$ cat config.mk
export PLATFORM = sky130hd
export DESIGN_NAME = fifo_sync_param
export DESIGN_NICKNAME = d
export VERILOG_FILES = /design/src/rtl/fifo_sync_param.sv
export SDC_FILE = /design/constraint.sdc
export NUM_CORES = 1
export LEC_CHECK = 0
export BUFFER_PORTS_ARGS = -buffer_cell sky130_fd_sc_hd__buf_2
export CAP_MARGIN = 20
export CORE_MARGIN = 5
export CORE_UTILIZATION = 41
export DETAILED_ROUTE_END_ITERATION = 16
export GPL_TIMING_DRIVEN = 0
export PLACE_DENSITY_LB_ADDON = 0.12
export SETUP_SLACK_MARGIN = 0.02
export SYNTH_ARGS = -nofsm -noshare
export SYNTH_HDL_FRONTEND = slang
export SYNTH_SLANG_ARGS = --single-unit
$ cat constraint.sdc
create_clock -name clk -period 7.45 [get_ports clk]
set_clock_uncertainty 0.15 [all_clocks]
set_input_delay 1.1175 -clock clk [delete_from_list [all_inputs] [get_ports clk]]
set_output_delay 1.1175 -clock clk [all_outputs]
set_load 0.03 [all_outputs]
$ cat src/rtl/fifo_sync_param.sv
// Parametrised single-clock FIFO with almost-full/almost-empty thresholds,
// sticky overflow/underflow flags and optional first-word-fall-through read port.
module fifo_sync_param #(
    parameter int unsigned DATA_W   = 8,
    parameter int unsigned DEPTH    = 32,
    parameter int unsigned AE_LEVEL = 1,
    parameter int unsigned AF_LEVEL = 31,
    parameter int unsigned FWFT     = 0
) (
    input  logic                     clk,
    input  logic                     rst,
    input  logic                     wr,
    input  logic                     rd,
    input  logic [DATA_W-1:0]        data_in,
    input  logic                     clr_err,
    output logic [DATA_W-1:0]        data_out,
    output logic                     valid,
    output logic                     empty,
    output logic                     almost_empty,
    output logic                     almost_full,
    output logic                     full,
    output logic [$clog2(DEPTH):0]   count,
    output logic                     overflow,
    output logic                     underflow
);

    localparam int unsigned AW = $clog2(DEPTH);
    localparam int unsigned CW = AW + 1;

    logic [DATA_W-1:0] mem [DEPTH];

    logic [AW-1:0]     wptr_q,  wptr_d;
    logic [AW-1:0]     rptr_q,  rptr_d;
    logic [CW-1:0]     count_q, count_d;
    logic              ovf_q,   ovf_d;
    logic              udf_q,   udf_d;
    logic [DATA_W-1:0] dout_q,  dout_d;
    logic              valid_q, valid_d;
    logic              wr_acc,  rd_acc;

    // Status flags decode the registered occupancy only
    assign empty        = (count_q == CW'(0));
    assign full         = (count_q == CW'(DEPTH));
    assign almost_empty = (count_q <= CW'(AE_LEVEL));
    assign almost_full  = (count_q >= CW'(AF_LEVEL));
    assign count        = count_q;
    assign overflow     = ovf_q;
    assign underflow    = udf_q;

    // Next-state logic for pointers, occupancy, error flags and read register
    always_comb begin
        wr_acc  = wr & ~full;
        rd_acc  = rd & ~empty;
        wptr_d  = wptr_q;
        rptr_d  = rptr_q;
        count_d = count_q;
        dout_d  = dout_q;
        valid_d = 1'b0;

        if (wr_acc) wptr_d = wptr_q + AW'(1);
        if (rd_acc) rptr_d = rptr_q + AW'(1);

        case ({wr_acc, rd_acc})
            2'b10:   count_d = count_q + CW'(1);
            2'b01:   count_d = count_q - CW'(1);
            default: count_d = count_q;
        endcase

        // A new error in the same cycle as clr_err keeps the flag set
        ovf_d = (wr & full)  | (ovf_q & ~clr_err);
        udf_d = (rd & empty) | (udf_q & ~clr_err);

        if ((FWFT == 0) && rd_acc) begin
            dout_d  = mem[rptr_q];
            valid_d = 1'b1;
        end
    end

    always_ff @(posedge clk or negedge rst) begin
        if (!rst) begin
            wptr_q  <= '0;
            rptr_q  <= '0;
            count_q <= '0;
            ovf_q   <= 1'b0;
            udf_q   <= 1'b0;
            dout_q  <= '0;
            valid_q <= 1'b0;
        end else begin
            wptr_q  <= wptr_d;
            rptr_q  <= rptr_d;
            count_q <= count_d;
            ovf_q   <= ovf_d;
            udf_q   <= udf_d;
            dout_q  <= dout_d;
            valid_q <= valid_d;
        end
    end

    // Storage array is deliberately left out of reset
    always_ff @(posedge clk) begin
        if (wr_acc) mem[wptr_q] <= data_in;
    end

    generate
        if (FWFT == 0) begin : g_std
            assign data_out = dout_q;
            assign valid    = valid_q;
        end else begin : g_fwft
            // Head is gated to zero while empty so reset shows data_out = 0
            assign data_out = empty ? '0 : mem[rptr_q];
            assign valid    = ~empty;
        end
    endgenerate

endmodule

==> results.md <==
* Status: finished clean
* Gr ovfl total at 0
* Synth Area per Inst at 17.8 µm²
* CTS Buffer Depth at 3
* Sequential power share at 0.406
* # DRC at 0
* Top-Level Pins at 34
* Cell Area, Synth at 0.0113 mm²
* Total vias in the final route at 5,852
* GRT Overall Usage at 0.163
* Post-synth EDFFs at 256
* Core Box Area at 0.0270 mm²
* Antenna Nets Post-Route at 0
* Layout Cells excl Fill at 1,063
* Final setup vio count at 0
* Slew HR at 0.280
* Unrepaired setup endpoints after global routing: no
* Most frequent cell after synthesis: edfxtp_1
* Hold Buf Count CTS at 0
* Ant diodes at 0
* Buffers on Ports at 33
* Die Wd at 176 µm
* Buffers and inverters on the worst path at 3
* Crit path max fanout at 8
* Final HPWL DP at 16,500 µm
* Vias per inst at 5.51
* Post_cts resized at 0
* Slew @ Worst Pin at 1080 ps
* Vias in the first global route at 5,893
* Crit Path Category: flip-flop to output port
* Clock root buffer: clkbuf_16
* Worst endpoint required time at 6180 ps
* Setup WS pre-CTS at 3840 ps
* Slowest Stage Delay on Critical Path at 470 ps
* Max-slew violations at 0
* CTS HTree Levels at 1
* WP data arrival at 2480 ps
* Final core utilization at 0.474
* RD Place Congestion at 0.831
* Hold Violations, Final at 0
* Synth cell count leaders: edfxtp_1, mux2i_1, nor2_1
* Switching Share at 0.331
* NetSw at 1620 µW
* Pleak at 0.00434 µW
* Critical path launch point type: flip-flop
* Largest cells by area after synthesis: edfxtp_1, mux4_2, dfrtp_1
* Initial antenna violation count at 1
* Net Count, Synth at 655
* Final wirelength at 25,200 µm
* Ys Warns at 0
* Share of cells above drive strength 1 at 0.194
* Wirelength per Cell at 23.7 µm
* CTS tree: done
* Worst setup margin at 3700 ps
* Initial detailed-routing violation count at 423
* Internal at 3270 µW
* Cts bufs inserted at 30
* Setup Buffers After CTS at 0
* Die area at 0.0309 mm²
* Yosys cell types at 41
* Flops & latches, synth at 283
* Syn-to-layout area delta at 13.6%
* Crit-path slowest cell: dfrtp_1
* Fill count at 2,316
* Clock transition at path regs at 60 ps
* Worst-Skew Late Latency at 540 ps
* Seq/Total Area, Yosys at 0.742
* Logic pwr share at 0.304
* Critical Path Sink Type: output port
* Most used DFF post-synth: edfxtp_1
* Synth top area share at 0.682
* Pre-antenna DRT Iters at 4
* Tmin final at 3750 ps
* First-pass GRT wire length at 37,800 µm
* Setup TNS at 0 ps
* Placed insts at 1,007
* Crit share post-route at 0.503
* Worst vdd ir at 0.000216 V
* Std cell rows at 60
* Die Y at 176 µm
* Clk sinks at 283
* Fmax achieved at 267 MHz
* Syn Inst Count at 633
* Max cap viols at 0
* Worst Hold Class: flip-flop to flip-flop
* # nets final at 720
* Clock power frac at 0.290
* Worst path cell trace: inv_1 -> ha_1 -> or3b_1 -> or3b_1 -> inv_1 -> buf_2
* Worst Hold Margin at 362 ps
* P per Cell Area at 382 mW/mm²
* Largest net degree at the start of global routing at 33
* Async SR Flop Fraction at 0.0954
* Initial core utilization at 0.417
* CP top delay family: simple AND/OR/NAND/NOR gates
* Cell taking the most area after synthesis: edfxtp_1
-- power groups by stage --
stage | sequential, µW | combinational, µW | clock, µW
floorplan | 2070 | 956 | 0
global placement | 2010 | 1480 | 0
detailed placement | 2020 | 1500 | 0
CTS | 1990 | 1510 | 1450
global route | 2000 | 1610 | 1510
finish | 1990 | 1490 | 1420
-- flip-flops by register name, indices dropped and copies added (netlist names) --
| register | flops |
|---|---|
| data_out | 8 |
| wptr_q | 5 |
| underflow | 1 |
| count | 6 |
| overflow | 1 |
| rptr_q | 5 |
| valid | 1 |
| mem | 256 |
-- cells in the final DEF (no fill, tap or decap), types with 9 or more instances in the layout --
| master | netlist | layout |
|---|---|---|
| clkinv_1 | 0 | 9 |
| nand2_1 | 18 | 18 |
| nor3_1 | 9 | 9 |
| nor2_1 | 51 | 51 |
| o21ai_0 | 9 | 9 |
| edfxtp_1 | 256 | 256 |
| buf_2 | 11 | 44 |
| a21oi_1 | 16 | 16 |
| mux4_2 | 33 | 33 |
| xnor2_1 | 10 | 10 |
| o22ai_1 | 9 | 9 |
| dfrtp_1 | 27 | 27 |
| mux2i_1 | 62 | 62 |
| clkbuf_1 | 14 | 20 |
| ha_1 | 9 | 9 |
| clkbuf_16 | 0 | 31 |
| nand3_1 | 14 | 14 |
-- metal layers --
layer  track usage  vias up  wire, µm
li1              -     2650         -
met1         0.240     3004     11600
met2         0.257      162     11700
met3        0.0310       36      1450
met4        0.0335        0       478
met5             0        -         0
-- area by class of cell --
class / count / area (µm²) / share of cell area
flip-flops and latches: 283 / 8360 / 0.653
clock buffers: 37 / 798 / 0.0623
clock inverters: 19 / 144 / 0.0112
inverters: 8 / 30.0 / 0.00235
well taps: 341 / 427 / 0.0333
multi-input cells: 309 / 2720 / 0.213
repair buffers: 33 / 165 / 0.0129
plain buffers: 33 / 156 / 0.0122
-- final timing paths --
| kind | end | cells past startpoint | slack (ps) | from |
|---|---|---|---|---|
| setup reg to reg | count[5] | 13 | 3820 | count[0] |
| min in group asynchronous | overflow | 1 | 460 | rst |
| max in group asynchronous | wptr_q[1] | 1 | 6230 | rst |
| setup / recovery | full | 6 | 3700 | count[0] |
| hold / removal | overflow | 1 | 360 | overflow |
| hold reg to reg | overflow | 1 | 360 | overflow |
-- through the flow --
| step | area, µm² | power [µW] |
|---|---|---|
| finish | 12800 | 4890 |
| detailed placement | 11900 | 3520 |
| floorplan | 11300 | 3030 |
| global placement | 11900 | 3490 |
| CTS | 12800 | 4940 |
| global route | 12800 | 5120 |
-- logic make-up (layout without fill, tap and decap cells) --
| logic type | after synthesis | after routing | synth area share |
|---|---|---|---|
| adder cells (fa/ha/maj) | 9 | 9 | 0.00999 |
| flip-flops | 283 | 283 | 0.742 |
| XOR/XNOR | 14 | 14 | 0.0109 |
| buffers and inverters | 41 | 130 | 0.0165 |
| multiplexers | 97 | 97 | 0.123 |
| AO/OA/AOI/OAI | 70 | 70 | 0.0447 |
| AND/OR/NAND/NOR | 119 | 119 | 0.0528 |
No activity file was read; power rests on OpenSTA's default activity.
